===== config.mk =====
export PLATFORM = sky130hd
export DESIGN_NAME = multicycle_subtractor
export DESIGN_NICKNAME = d
export VERILOG_FILES = /design/src/rtl/sub_pkg.sv /design/src/rtl/full_subtractor_1bit.sv /design/src/rtl/multicycle_subtractor.sv
export SDC_FILE = /design/constraint.sdc
export NUM_CORES = 1
export LEC_CHECK = 0
export BUFFER_PORTS_ARGS = -buffer_cell sky130_fd_sc_hd__buf_2
export CORE_MARGIN = 2
export CORE_UTILIZATION = 48
export DETAILED_ROUTE_END_ITERATION = 6
export PLACE_DENSITY = 0.86
export SETUP_SLACK_MARGIN = 0.3
export SLEW_MARGIN = 20
export SYNTH_ARGS = -nofsm -noshare
export SYNTH_HDL_FRONTEND = slang
export SYNTH_SLANG_ARGS = --single-unit
export TNS_END_PERCENT = 10

===== constraint.sdc =====
create_clock -name clk -period 2.22 [get_ports clk]
set_input_delay 0 -clock clk [delete_from_list [all_inputs] [get_ports clk]]
set_output_delay 0 -clock clk [all_outputs]
set_load 0.05 [all_outputs]

===== src/rtl/sub_pkg.sv =====
// rtl/sub_pkg.sv - shared FSM state type for the multi-cycle subtractor
package sub_pkg;

    typedef enum logic [1:0] {
        S_IDLE = 2'd0,
        S_RUN  = 2'd1,
        S_DONE = 2'd2
    } state_t;

endpackage


===== src/rtl/full_subtractor_1bit.sv =====
// rtl/full_subtractor_1bit.sv - one-bit full subtractor cell (a - b - bin)
module full_subtractor_1bit (
    input  logic a,
    input  logic b,
    input  logic bin,
    output logic d,
    output logic bout
);

    assign d    = a ^ b ^ bin;
    assign bout = (~a & b) | (~(a ^ b) & bin);

endmodule


===== src/rtl/multicycle_subtractor.sv =====
// rtl/multicycle_subtractor.sv - CHUNK-bits-per-cycle subtractor with registered borrow chain
// Optional signed-overflow output ovf enabled by defining SUB_OVF_EN.
`ifndef W_COE
`define W_COE 8
`endif
module multicycle_subtractor
    import sub_pkg::*;
#(
    parameter int WIDTH = `W_COE,
    parameter int CHUNK = 2
) (
    input  logic             clk,
    input  logic             rst_n,
    input  logic             in_valid,
    output logic             in_ready,
    input  logic [WIDTH-1:0] a,
    input  logic [WIDTH-1:0] b,
    input  logic             bin,
    output logic             out_valid,
    input  logic             out_ready,
    output logic [WIDTH-1:0] diff,
    output logic             bout
`ifdef SUB_OVF_EN
    ,
    output logic             ovf
`endif
);

    localparam int NCHUNK = WIDTH / CHUNK;
    localparam int CW     = (NCHUNK > 1) ? $clog2(NCHUNK) : 1;
    localparam logic [CW-1:0] LAST = CW'(NCHUNK - 1);

    state_t           state, state_next;
    logic [WIDTH-1:0] a_q, b_q;
    logic             borrow_q;
    logic [CW-1:0]    cnt_q;
    logic [CHUNK-1:0] a_chunk, b_chunk, d_chunk;
    logic [CHUNK:0]   chain;
    logic             accept, last;

    assign accept  = in_valid && (state == S_IDLE);
    assign last    = (cnt_q == LAST);
    assign a_chunk = a_q[int'(cnt_q)*CHUNK +: CHUNK];
    assign b_chunk = b_q[int'(cnt_q)*CHUNK +: CHUNK];
    assign chain[0] = borrow_q;

    for (genvar i = 0; i < CHUNK; i++) begin : g_cell
        full_subtractor_1bit u_cell (
            .a    (a_chunk[i]),
            .b    (b_chunk[i]),
            .bin  (chain[i]),
            .d    (d_chunk[i]),
            .bout (chain[i+1])
        );
    end

    always_comb begin
        state_next = state;
        in_ready   = 1'b0;
        out_valid  = 1'b0;
        unique case (state)
            S_IDLE: begin
                in_ready = 1'b1;
                if (in_valid) state_next = S_RUN;
            end
            S_RUN: begin
                if (last) state_next = S_DONE;
            end
            S_DONE: begin
                out_valid = 1'b1;
                if (out_ready) state_next = S_IDLE;
            end
            default: state_next = S_IDLE;
        endcase
    end

    always_ff @(posedge clk or negedge rst_n) begin
        if (!rst_n) state <= S_IDLE;
        else        state <= state_next;
    end

    // Result bits land in diff as each chunk resolves; bout/ovf only on the final chunk.
    always_ff @(posedge clk or negedge rst_n) begin
        if (!rst_n) begin
            a_q      <= '0;
            b_q      <= '0;
            borrow_q <= 1'b0;
            cnt_q    <= '0;
            diff     <= '0;
            bout     <= 1'b0;
`ifdef SUB_OVF_EN
            ovf      <= 1'b0;
`endif
        end else if (accept) begin
            a_q      <= a;
            b_q      <= b;
            borrow_q <= bin;
            cnt_q    <= '0;
        end else if (state == S_RUN) begin
            diff[int'(cnt_q)*CHUNK +: CHUNK] <= d_chunk;
            borrow_q <= chain[CHUNK];
            cnt_q    <= cnt_q + CW'(1);
            if (last) begin
                bout <= chain[CHUNK];
`ifdef SUB_OVF_EN
                ovf  <= (a_q[WIDTH-1] != b_q[WIDTH-1]) && (d_chunk[CHUNK-1] != a_q[WIDTH-1]);
`endif
            end
        end
    end

endmodule

== Word-level counts from Yosys, hierarchy flattened ==
Index checks and enable logic that the tools add are counted.

* Output and inout bits: 11
* Logic and storage cells: 51
* Register bits: 30

* Multiplexer cells: 11
* Shift operators: 4
* Equality and inequality tests: 6
* Reductions and logical operators: 6
* $add $sub $neg: 2
* Bitwise gates (word level): 15

{| class="wikitable"
|+ Operators with widths
! operator !! count
|-
| 3-bit negation with 33-bit output || 1
|-
| 2-bit by 33-bit variable shift with 8-bit output, first input constant || 1
|-
| 2-bit by 33-bit variable part select with 8-bit output || 1
|-
| 8-bit by 4-bit variable part select with 2-bit output || 2
|-
| 2-bit two-way mux || 5
|-
| 8-bit bitwise mux || 1
|-
| 2-bit != test, second input constant || 3
|-
| 2-bit case mux with 3 select lines || 1
|-
| 3-bit AND reduction || 2
|-
| 1-bit inverter || 5
|-
| 1-bit bitwise AND || 4
|-
| 2-bit == test, second input constant || 2
|-
| 1-bit two-way mux || 4
|-
| 1-bit XOR || 4
|-
| 2-bit by 1-bit adder with 2-bit output, second input constant || 1
|-
| 2-bit by 1-bit == test with 1-bit output, second input constant || 1
|-
| 2-bit logical NOT || 1
|-
| 1-bit bitwise OR || 2
|-
| 2-bit AND reduction || 1
|-
| 2-bit nonzero test || 1
|-
| 1-bit logical AND || 1
|}

== Depth between registers and ports, before layout ==
Gate-level depths: netlist of the first run.

* Depth after elaboration: 9
* Depth in mapped cells: 7

== Cells and area by module ==
A second synthesis of the first run with hierarchy kept.

* Cell total of the unflattened synthesis: 116
* Area total of the unflattened synthesis: 1511.4 um2

{| class="wikitable"
|+ Modules (own cells, without submodules)
! module !! cells each !! area each (um2) !! seq. area each (um2) !! times used
|-
| multicycle_subtractor || 108 || 1448.9 || 750.7 || 1
|-
| full_subtractor_1bit || 4 || 31.3 || 0.0 || 2
|}

== Worst setup path after synthesis of the first run ==
OpenSTA, ideal clock, no wires.

* Path type: register -> register
* From: reg cnt_q[0]
* To: reg diff[3]
* Period minus slack after synthesis: 2.420 ns
* Setup slack: -0.200 ns
* Setup time: 0.110 ns
* Data required time: 2.110 ns
* Stages on the path, launching flop included: 6
* Arrival time: 2.310 ns
* Cells stage by stage: dfrtp_1 > buf_2 > mux4_2 > fa_1 > fa_1 > o41ai_1

* Cells in the longest elaborated chain, start to end: 8
* Elaborated cells on any way between the ends: 15
* Classes of those cells: 1 x add/sub; 4 x shift; 1 x mux; 9 x bitwise

{| class="wikitable"
|+ Ends and longest elaborated chain
! what !! line !! text
|-
| start, declared || multicycle_subtractor.sv:36 || <nowiki>logic [CW-1:0] cnt_q;</nowiki>
|-
| start signal, assigned || multicycle_subtractor.sv:102 || <nowiki>cnt_q <= cnt_q + CW'(1);</nowiki>
|-
| 8-bit by 4-bit variable part select with 2-bit output (on tied branches) || multicycle_subtractor.sv:43, multicycle_subtractor.sv:44 ||
|-
| 1-bit XOR || full_subtractor_1bit.sv:10, full_subtractor_1bit.sv:11 ||
|-
| 1-bit inverter || full_subtractor_1bit.sv:11 || <nowiki>assign bout = (~a & b) | (~(a ^ b) & bin);</nowiki>
|-
| 1-bit bitwise AND || full_subtractor_1bit.sv:11 ||
|-
| 1-bit bitwise OR || full_subtractor_1bit.sv:11 ||
|-
| 1-bit XOR || full_subtractor_1bit.sv:10 || <nowiki>assign d = a ^ b ^ bin;</nowiki>
|-
| 2-bit by 33-bit variable part select with 8-bit output || multicycle_subtractor.sv:100 || <nowiki>diff[int'(cnt_q)*CHUNK +: CHUNK] <= d_chunk;</nowiki>
|-
| 8-bit bitwise mux * || multicycle_subtractor.sv:100 ||
|-
| end signal, assigned by index || multicycle_subtractor.sv:100 ||
|-
| end, declared || multicycle_subtractor.sv:21 || <nowiki>output logic [WIDTH-1:0] diff,</nowiki>
|}

Every way passes the cells marked *; elsewhere a longest branch is shown, timed or not.
A chain may end at the register's enable or synchronous reset.

== Worst setup path in the final report of the first run ==
* From: reg cnt_q[0]
* To: reg diff[7]

Same word-level chain as after synthesis.

==> results.rst, run 1 <==
.. list-table::
   :header-rows: 1

   * - Metric
     - Value
   * - Status
     - complete, no violations
   * - Slowest stage cell on the critical path
     - sky130_fd_sc_hd__mux4_2
   * - Gr busiest metal
     - met2
   * - Layout cell share with drive strength beyond 1
     - a little over two fifths
   * - Max Slew Vio Count
     - 0
   * - Clock H-tree levels
     - 2
   * - Diode count
     - 0
   * - Final #Nets
     - between 150 and 200
   * - Via count
     - 1,053
   * - Global-route congestion overflow total
     - 0
   * - Wire length of the first global-routing pass
     - between 5000 and 6000 um
   * - DRC
     - 0
   * - Number of warnings issued by yosys
     - 0
   * - Gr usage total
     - between 20% and 30%
   * - Headroom to the max-slew limit
     - 56.6%
   * - Die area
     - roughly 0.0035 mm^2
   * - Area overhead of the layout relative to synthesis
     - 31.7%
   * - Worst Max-Slew Pin Slew
     - approximately 0.65 ns
   * - Final Hold Slack
     - 0.0682 ns
   * - Ratio of final minimum period to clock period
     - 95.9%
   * - Number of nets produced by synthesis
     - ~140
   * - CP Class
     - flip-flop to flip-flop
   * - Library cells used by synthesis
     - 25
   * - Total half-perimeter wirelength after legalization and detailed placement
     - about 2100 um
   * - Fraction of met2 tracks used by global routing
     - between 30% and 40%
   * - CTS tree
     - built
   * - Final Routed Wirelength
     - ~3100 um
   * - Top-level port count
     - 32
   * - Number of detailed-routing iterations run before antenna repair
     - 4
   * - Core Box Area
     - slightly below 0.003 mm^2
   * - Register area
     - ~750 um^2
   * - Met1 global-route usage
     - around a quarter
   * - Met3 Track Usage GR
     - under 10%
   * - Vias per cell
     - approximately 5.4
   * - Worst hold path class
     - input port to flip-flop
   * - Die Wd
     - 59.1 um
   * - Chain of cells forming the critical path
     - mux4_2 -> fa_2 -> fa_2 -> o41ai_2
   * - Most frequent CP cell
     - sky130_fd_sc_hd__fa_2
   * - Detailed Route Iter0 Violations
     - 23
   * - Data arrival time of the critical path
     - about 2.4 ns
   * - Worst Setup Start Kind
     - flip-flop
   * - Unrepaired setup endpoints after global routing
     - yes
   * - Vias in the first global route
     - 1,157
   * - Count of max-cap constraint violations
     - 0
   * - Critical path endpoint category
     - flip-flop
   * - Post-synthesis sequential element count
     - 30
   * - Die height
     - approximately 59 um
   * - Summed instance area of the synthesized netlist
     - about 0.0015 mm^2
   * - Routed Antenna Nets
     - 0
   * - Tot Pwr
     - approximately 3100 uW
   * - Antenna violations before repair
     - 0
   * - Count of buffers from port buffering
     - 31
   * - Leakage power summed over all cells
     - just over 0.0009 uW
   * - Largest voltage drop on the vdd net
     - about 0.84 mV
   * - Starting density of the core
     - 49.0%
   * - Register area share after synthesis
     - between 50% and 60%
   * - Clock insertion delay at the later pin of the skew report
     - 0.33 ns
   * - Root Driver
     - sky130_fd_sc_hd__clkbuf_4
   * - Final estimated routing congestion in global placement
     - roughly 0.78
   * - Post-Synthesis Cells
     - 107
   * - Setup violators final
     - 0
   * - Number of buffers inserted during clock tree synthesis
     - 5
   * - Crit path largest cell delay
     - 0.53 ns
   * - TritonCTS Sinks
     - 30
   * - Average size of a mapped cell
     - between 10 and 15 um^2
   * - Clock-pin slew on the worst setup and hold paths
     - approximately 0.10 ns
   * - Largest net degree at the start of global routing
     - 31
   * - Number of fillers in the final layout
     - 225
   * - Power density over the cells
     - around 1600 mW/mm^2
   * - Largest fanout on the critical path
     - 4
   * - Clock tree buffer depth
     - 2
   * - Required time at the worst-slack endpoint
     - roughly 2.5 ns
   * - Min cycle time layout
     - about 2.1 ns
   * - Final Hold Viols
     - 0
   * - Total area of multi-input combinational cells
     - 689 um^2
   * - Achievable clock frequency
     - around 470 MHz
   * - Final routed wire length divided by cell count
     - roughly 16 um
   * - Worst clock skew on the final layout
     - about 0.010 ns
   * - Row cnt
     - 20
critical path: cells and delay by family, from the launching register on:
family	cells	cell delay [ns]
adder cells (fa/ha/maj)	2	0.84
multiplexers	1	0.53
flip-flops	1	0.42
AO/OA/AOI/OAI	1	0.24
timing repair:
action,4_1_cts,5_1_grt
resized for setup,4,1
pin swaps,1,2
endpoints found under the hold margin,47,0
setup endpoints to repair,9,10
hold buffers,18,0
setup buffers,0,0
path summary, 6_finish.rpt:
check                               from  endpoint  slack (ns)  cells after the start
worst max-delay path            cnt_q[0]   diff[7]        0.09                      4
worst min-delay path                 bin  borrow_q        0.07                      4
min in group asynchronous          rst_n   diff[5]        0.22                      2
worst max register to register  cnt_q[0]   diff[7]        0.09                      4
worst min register to register   diff[5]   diff[5]        0.48                      2
max in group asynchronous          rst_n    a_q[0]        1.58                      2
cell usage after synthesis:
library cell               count  area [um^2]
sky130_fd_sc_hd__dfrtp_1      30          751
sky130_fd_sc_hd__mux2_2       17          191
sky130_fd_sc_hd__nand2_1      11         41.3
sky130_fd_sc_hd__ha_1          6         75.1
sky130_fd_sc_hd__inv_1         6         22.5
sky130_fd_sc_hd__o41ai_1       6         52.6
sky130_fd_sc_hd__mux4_2        4         90.1
sky130_fd_sc_hd__nand3b_1      4         30.0
sky130_fd_sc_hd__a21oi_1       2         10.0
sky130_fd_sc_hd__buf_2         2         10.0
sky130_fd_sc_hd__fa_1          2         40.0
sky130_fd_sc_hd__nand2b_1      2         12.5
sky130_fd_sc_hd__nor2_1        2         7.51
sky130_fd_sc_hd__o31ai_1       2         15.0
sky130_fd_sc_hd__a22o_1        1         8.76
sky130_fd_sc_hd__a22oi_1       1         7.51
sky130_fd_sc_hd__buf_4         1         7.51
sky130_fd_sc_hd__buf_6         1         11.3
sky130_fd_sc_hd__mux2_4        1         15.0
sky130_fd_sc_hd__nor2b_4       1         13.8
sky130_fd_sc_hd__nor3b_4       1         18.8
sky130_fd_sc_hd__nor4bb_1      1         10.0
sky130_fd_sc_hd__o21ai_0       1         5.00
sky130_fd_sc_hd__or2_1         1         6.26
sky130_fd_sc_hd__or3_1         1         6.26
layout make-up:
type                    count  area share [%]
clock inverters             1           0.260
flip-flops and latches     30            39.1
clock buffers               7            2.86
repair buffers             52            18.6
multi-input cells          67            35.9
inverters                   6            1.17
well taps                  33            2.15
cell families (layout without fill, tap and decap cells):
kind of cell / Yosys count / count (layout) / synth area share (%)
multiplexers: 22 / 22 / 20.3
buffers and inverters: 10 / 66 / 3.52
AO/OA/AOI/OAI: 13 / 13 / 6.77
AND/OR/NAND/NOR: 24 / 24 / 10.0
flip-flops: 30 / 30 / 51.5
adder cells (fa/ha/maj): 8 / 8 / 7.89
metal layers:
| metal | part of all wire, % | up-vias |
|---|---|---|
| li1 | - | 493 |
| met1 | 41 | 527 |
| met2 | 53 | 28 |
| met3 | 3.5 | 5 |
| met4 | 1.8 | 0 |
| met5 | 0 | - |
cell usage in the layout (no fill, tap or decap), drive strengths merged:
cell type and count:
a21oi 2, a22o 1, nor2b 1, mux4 4
or2 1, o41ai 6, clkinv 1, nor3b 1
fa 2, o21ai 1, ha 6, clkbuf 7
inv 6, nor4bb 1, nand3b 4, nor2 2
dlygate4sd3 18, o31ai 2, or3 1, mux2 18
nand2 11, dfrtp 30, nand2b 2, a22oi 1
buf 34
through the flow:
step | cell area [um^2] | TNS [ns] | setup WS, ns | util [%] | cells
2_1_floorplan | 1470 | -0.0143 | -0.00477 | - | 107
3_3_place_gp | 1650 | 0 | 0.0769 | 55.5 | 170
3_5_place_dp | 1650 | -0.0729 | -0.0602 | 55.5 | 170
4_1_cts | 1920 | 0 | 0.0709 | 64.4 | 196
5_1_grt | 1920 | -0.00378 | -0.00378 | 64.5 | 196
6_report | 1920 | 0 | 0.0915 | 64.5 | 196
where the power goes:
part	internal (uW)	total, uW	switching [uW]
clock network	153	344	191
registers	812	1020	205
logic	755	1760	1000
sequential cells by signal, indices dropped and copies added, names as in the netlist:
signal and cells:
a_q 8, state 2, borrow_q 1, diff 8
b_q 8, cnt_q 2, bout 1
(Power assumes the default switching activity.)
==> inputs of run 2 (changes only) <==
- CORE_ASPECT_RATIO: unset -> 1.5
==> results.rst, run 2 (synthesis gave the netlist of run 1 again) <==
.. list-table::
   :header-rows: 1

   * - Metric
     - Value
   * - Total negative slack
     - 0 ns (unchanged)
   * - Min cycle time layout
     - 2.14 ns (+0.0118 ns)
   * - Diode count
     - 0 (unchanged)
   * - Fraction of met2 tracks used by global routing
     - 40.9% (+4.4 points)
   * - Instance area at placement
     - 0.00166 mm^2 (+0.45%)
   * - Area of all placed cells without fillers
     - 0.00195 mm^2 (+1.6%)
   * - Final estimated routing congestion in global placement
     - 0.802 (+3.3%)
   * - Die Wd
     - 49.0 um (-17%)
   * - Registers with the most flip-flops
     - a_q (8), b_q (8), diff (8)
   * - Required time at the worst-slack endpoint
     - 2.40 ns (-0.05 ns)
   * - Top-level port count
     - 32 (unchanged)
   * - Gr usage total
     - 21.9% (+0.73 points)
   * - Final routed wire length divided by cell count
     - 15.9 um (+0.59%)
   * - Final Hold Viols
     - 0 (unchanged)
   * - Clock H-tree levels
     - 2 (unchanged)
   * - Worst hold path class
     - input port to flip-flop
   * - Register area
     - 752 um^2 (+0.17%)
   * - Total half-perimeter wirelength after legalization and detailed placement
     - 2210 um (+4.9%)
   * - Core Box Area
     - 0.00291 mm^2 (-2.2%)
   * - Total area of multi-input combinational cells
     - 689 um^2 (unchanged)
   * - Routed Antenna Nets
     - 0 (unchanged)
   * - Commonest non-fill, non-tap cells in the layout
     - sky130_fd_sc_hd__buf_2, sky130_fd_sc_hd__dfrtp_1, sky130_fd_sc_hd__dlygate4sd3_1
   * - Worst Setup Start Kind
     - flip-flop
   * - Via count
     - 1,070 (+1.6%)
   * - Worst Max-Slew Pin Slew
     - 0.651 ns (+0.000659 ns)
   * - Layout cell share with drive strength beyond 1
     - 44.1% (+0.54 points)
   * - Number of buffers inserted during clock tree synthesis
     - 5 (unchanged)
   * - Gr busiest metal
     - met2
   * - Largest fanout on the critical path
     - 4 (unchanged)
   * - Worst clock skew on the final layout
     - 0.00314 ns (-0.00708 ns)
   * - Vias in the first global route
     - 1,199 (+3.6%)
   * - Largest voltage drop on the vdd net
     - 1.48 mV (+78%)
   * - Count of buffers from port buffering
     - 31 (unchanged)
   * - Chain of cells forming the critical path
     - mux4_2 -> fa_2 -> fa_2 -> o41ai_2
   * - Wire length of the first global-routing pass
     - 5490 um (+3.0%)
   * - DRC
     - 0 (unchanged)
   * - Detailed Route Iter0 Violations
     - 30 (+30%)
   * - Crit path largest cell delay
     - 0.54 ns (about the same)
   * - Max Slew Vio Count
     - 0 (unchanged)
   * - Power density over the cells
     - 1660 mW/mm^2 (+2.2%)
   * - Most common library cell in the layout ignoring fill and taps
     - sky130_fd_sc_hd__buf_2
   * - CTS tree
     - built
   * - Count of max-cap constraint violations
     - 0 (unchanged)
   * - Clock-pin slew on the worst setup and hold paths
     - 0.06 ns (-0.04 ns)
   * - Leakage power summed over all cells
     - 0.000928 uW (+0.91%)
   * - Data arrival time of the critical path
     - 2.32 ns (-0.04 ns)
   * - Slowest stage cell on the critical path
     - sky130_fd_sc_hd__mux4_2
   * - Final #Nets
     - 191 (unchanged)
   * - Area overhead of the layout relative to synthesis
     - 33.9%
   * - Headroom to the max-slew limit
     - 56.6% (about the same)
   * - Achievable clock frequency
     - 467 MHz (-0.55%)
   * - Root Driver
     - sky130_fd_sc_hd__clkbuf_8
   * - Ratio of final minimum period to clock period
     - 96.4% (+0.53 points)
   * - Setup violators final
     - 0 (unchanged)
   * - Category of cells accounting for the largest share of critical-path delay
     - adder cells
   * - Number of fillers in the final layout
     - 210 (-6.7%)
   * - Starting density of the core
     - 50.1% (+1.1 points)
   * - Antenna violations before repair
     - 0 (unchanged)
   * - TritonCTS Sinks
     - 30 (unchanged)
   * - CP Class
     - flip-flop to flip-flop
   * - Met1 global-route usage
     - 21.3% (-4.4 points)
   * - Number of detailed-routing iterations run before antenna repair
     - 4 (unchanged)
   * - Largest net degree at the start of global routing
     - 31 (unchanged)
   * - Tot Pwr
     - 3240 uW (+3.9%)
   * - Critical path endpoint category
     - flip-flop
   * - Unrepaired setup endpoints after global routing
     - yes
   * - Clock insertion delay at the later pin of the skew report
     - 0.28 ns (-0.05 ns)
   * - Row cnt
     - 24 (+20%)
   * - Global-route congestion overflow total
     - 0 (unchanged)
   * - Die area
     - 0.00351 mm^2 (+0.26%)
   * - Die height
     - 71.5 um (+21%)
   * - Met3 Track Usage GR
     - 5.42% (+0.83 points)
   * - Status
     - complete, no violations
   * - Sum of buffers and inverters on the critical path
     - 0 (unchanged)
   * - Most frequent CP cell
     - sky130_fd_sc_hd__fa_2
   * - Final Routed Wirelength
     - 3180 um (+2.6%)
   * - Vias per cell
     - 5.35 (-0.42%)
   * - Clock tree buffer depth
     - 2 (unchanged)
run 2: changes by cell type in the layout (fill, tap and decap cells not counted), sizes merged:
cell and change:
clkbuf -1, clkinv -1
run 2: worst paths after layout:
kind                           from  endpoint  slack [ns]  cells past startpoint
setup reg to reg           cnt_q[0]   diff[3]        0.08                      4
setup / recovery           cnt_q[0]   diff[3]        0.08                      4
min in group asynchronous     rst_n    b_q[7]        0.28                      2
hold / removal             in_valid  borrow_q        0.13                      4
max in group asynchronous     rst_n  cnt_q[0]        1.48                      2
hold reg to reg             diff[4]   diff[4]        0.48                      2
run 2: cell type report:
class / instances / share of cell area (%)
well taps: 39 / 2.50
flip-flops and latches: 30 / 38.5
repair buffers: 52 / 18.3
multi-input cells: 67 / 35.3
inverters: 6 / 1.15
clock buffers: 6 / 4.23
run 2: what timing repair did:
item / in CTS / in global routing
hold endpoints to repair: 47 / 0
hold buffers: 18 / 0
buffers inserted: 0 / 0
resized for setup: 6 / 0
setup endpoints to repair: 9 / 10
pin swaps: 2 / 0
run 2: where the power goes:
group          switching, uW  total (uW)  internal (uW)
clock                    190         428            238
sequential               212        1030            816
combinational           1030        1780            753
run 2: layer usage:
| metal | wire length [um] | part of all wire (%) |
|---|---|---|
| met1 | 1110 | 35 |
| met2 | 1850 | 58 |
| met3 | 121 | 3.8 |
| met4 | 103 | 3.2 |
| met5 | 0 | 0 |
run 2: worst reg2reg max path, delay by kind of cell, from the launching register on:
family	cells	cell delay, ns
multiplexers	1	0.54
flip-flops	1	0.40
adder cells (fa/ha/maj)	2	0.85
AO/OA/AOI/OAI	1	0.24
run 2: stage by stage:
stage / utilization [%] / cells / hold slack (ns) / setup WS, ns
after detailed placement: 57.0 / 176 / 0.0636 / -0.0881
after global routing: 67.1 / 200 / 0.176 / 0.0378
after global placement: 57.0 / 176 / 0.0484 / 0.0751
final: 67.1 / 200 / 0.126 / 0.0797
after floorplan: - / 107 / -0.296 / -0.00477
after CTS: 67.1 / 200 / 0.125 / 0.0691
==> inputs of run 3 (changes only) <==
- CORE_UTILIZATION: 48 -> 35
- PLACE_DENSITY: 0.86 -> 0.69
==> results.rst, run 3 (synthesis gave the netlist of run 1 again) <==
.. list-table::
   :header-rows: 1

   * - Metric
     - Value
   * - Worst setup slack before clock tree synthesis
     - -0.0177 ns (+0.0703 ns)
   * - Data arrival time of the critical path
     - 2.30 ns (-0.02 ns)
   * - CP Class
     - flip-flop to flip-flop
   * - Number of buffers inserted during clock tree synthesis
     - 5 (unchanged)
   * - Total negative slack
     - 0 ns (unchanged)
   * - CTS tree
     - built
   * - Largest voltage drop on the vdd net
     - 1.09 mV (-26%)
   * - Worst R2R Start
     - cnt_q[0]
   * - Largest net degree at the start of global routing
     - 31 (unchanged)
   * - Diode count
     - 0 (unchanged)
   * - Unrepaired setup endpoints after global routing
     - yes
   * - Largest fanout on the critical path
     - 4 (unchanged)
   * - Required time at the worst-slack endpoint
     - 2.40 ns (about the same)
   * - Final Routed Wirelength
     - 2850 um (-10%)
   * - Status
     - complete, no violations
   * - Gr usage total
     - 14.5% (-7.4 points)
   * - Wire length of the first global-routing pass
     - 5200 um (-5.3%)
   * - Core Box Area
     - 0.00396 mm^2 (+36%)
   * - Die area
     - 0.00471 mm^2 (+34%)
   * - Tot Pwr
     - 3280 uW (+1.4%)
   * - Layout cell share with drive strength beyond 1
     - 45.1% (+1.0 points)
   * - Number of detailed-routing iterations run before antenna repair
     - 4 (unchanged)
   * - Antenna violations before repair
     - 0 (unchanged)
   * - Registers with the most flip-flops
     - a_q (8), b_q (8), diff (8)
   * - Worst hold path class
     - input port to flip-flop
   * - Routed Antenna Nets
     - 0 (unchanged)
   * - Instance area at placement
     - 0.00167 mm^2 (+0.45%)
   * - Reg-to-reg endpoint
     - diff[7]
   * - Count of buffers from port buffering
     - 31 (unchanged)
   * - DRC
     - 0 (unchanged)
   * - Worst clock skew on the final layout
     - 0.00401 ns (+0.000867 ns)
   * - Die height
     - 83.1 um (+16%)
   * - Detailed Route Iter0 Violations
     - 19 (-37%)
   * - Min cycle time layout
     - 2.12 ns (-0.0178 ns)
   * - Critical path endpoint category
     - flip-flop
   * - Area of all placed cells without fillers
     - 0.00199 mm^2 (+2.1%)
   * - Setup WS post-layout
     - 0.0975 ns (+0.0178 ns)
   * - Most common library cell in the layout ignoring fill and taps
     - sky130_fd_sc_hd__buf_2
   * - Achievable clock frequency
     - 471 MHz (+0.84%)
   * - First element of the critical path
     - cnt_q[0]
   * - Area overhead of the layout relative to synthesis
     - 36.6%
   * - Vias in the first global route
     - 1,154 (-3.8%)
   * - Clock tree buffer depth
     - 2 (unchanged)
   * - Post-route core utilization
     - 50.3% (-17 points)
   * - Headroom to the max-slew limit
     - 56.9% (+0.30 points)
   * - Row cnt
     - 28 (+17%)
   * - Register-to-Register Setup Slack
     - 0.1 ns (+0.02 ns)
   * - Number of fillers in the final layout
     - 348 (+66%)
   * - Final routed wire length divided by cell count
     - 13.6 um (-14%)
   * - Max Slew Vio Count
     - 0 (unchanged)
   * - Starting density of the core
     - 36.9% (-13 points)
   * - TritonCTS Sinks
     - 30 (unchanged)
   * - Capturing element of the worst setup path
     - diff[7]
   * - Ratio of final minimum period to clock period
     - 95.6% (-0.80 points)
   * - Vias per cell
     - 4.98 (-6.9%)
   * - Count of max-cap constraint violations
     - 0 (unchanged)
   * - Clock-pin slew on the worst setup and hold paths
     - 0.06 ns (about the same)
   * - Worst Max-Slew Pin Slew
     - 0.646 ns (-0.00447 ns)
   * - Commonest non-fill, non-tap cells in the layout
     - sky130_fd_sc_hd__buf_2, sky130_fd_sc_hd__dfrtp_1, sky130_fd_sc_hd__dlygate4sd3_1
   * - Final #Nets
     - 192 (+0.52%)
   * - Global-route congestion overflow total
     - 0 (unchanged)
   * - Die Wd
     - 56.7 um (+16%)
   * - Clock H-tree levels
     - 2 (unchanged)
   * - Leakage power summed over all cells
     - 0.000947 uW (+2.1%)
   * - Clock insertion delay at the later pin of the skew report
     - 0.28 ns (about the same)
   * - Top-level port count
     - 32 (unchanged)
   * - Worst Setup Start Kind
     - flip-flop
   * - Via count
     - 1,041 (-2.7%)
   * - Final Hold Viols
     - 0 (unchanged)
   * - R2R cell count
     - 4 (unchanged)
   * - Total half-perimeter wirelength after legalization and detailed placement
     - 2080 um (-6.1%)
   * - Power density over the cells
     - 1650 mW/mm^2 (-0.66%)
   * - Final estimated routing congestion in global placement
     - 0.847 (+5.7%)
   * - Root Driver
     - sky130_fd_sc_hd__clkbuf_8
   * - Setup violators final
     - 0 (unchanged)
run 3: worst min-delay path by stage:
stage / startpoint / to / slack (ns) / cells past startpoint
finish: bin / borrow_q / 0.14 / 4
global route: bin / borrow_q / 0.15 / 4
CTS: bin / borrow_q / 0.12 / 4
detailed placement: rst_n / state[0] / 0.07 / 1
global placement: rst_n / state[1] / 0.06 / 1
floorplan: rst_n / a_q[0] / -0.30 / 0
run 3: layer usage:
metal | track usage (%) | up-vias | share of wire [%]
li1 | - | 497 | -
met1 | 16.3 | 505 | 38
met2 | 24.7 | 32 | 54
met3 | 4.05 | 7 | 5.8
met4 | 7.14 | 0 | 2.4
met5 | 0 | - | 0
run 3: cell type report:
class	instances	area, um^2	share of cell area (%)
Timing Repair Buffer	53	365	18.3
Clock inverter	3	40.0	2.01
Sequential cell	30	751	37.7
Inverter	6	22.5	1.13
Tap cell	45	56.3	2.82
Multi-Input combinational cell	67	689	34.6
Clock buffer	5	68.8	3.45
run 3: where the power goes:
group          switching [uW]  total (uW)  internal (uW)
logic                     989        1750            760
clock network             196         525            329
registers                 196        1010            814
total                    1380        3280           1900
run 3: repair_timing:
item                       in CTS  in global routing
resized for setup               5                  1
pin swaps                       2                  1
buffers inserted                1                  0
hold buffers                   18                  0
setup endpoints to repair       9                 10
hold endpoints to repair       47                  0
run 3: metrics by stage:
step | instances | hold slack, ns
global route | 209 | 0.148
detailed placement | 182 | 0.0670
global placement | 182 | 0.0567
CTS | 209 | 0.124
finish | 209 | 0.135
floorplan | 107 | -0.296
run 3: worst max-delay path: stages, from the launching register on:
cell and delay (ns):
sky130_fd_sc_hd__dfrtp_1 0.39, sky130_fd_sc_hd__mux4_2 0.53, sky130_fd_sc_hd__fa_2 0.36, sky130_fd_sc_hd__fa_2 0.52, sky130_fd_sc_hd__o41ai_2 0.22
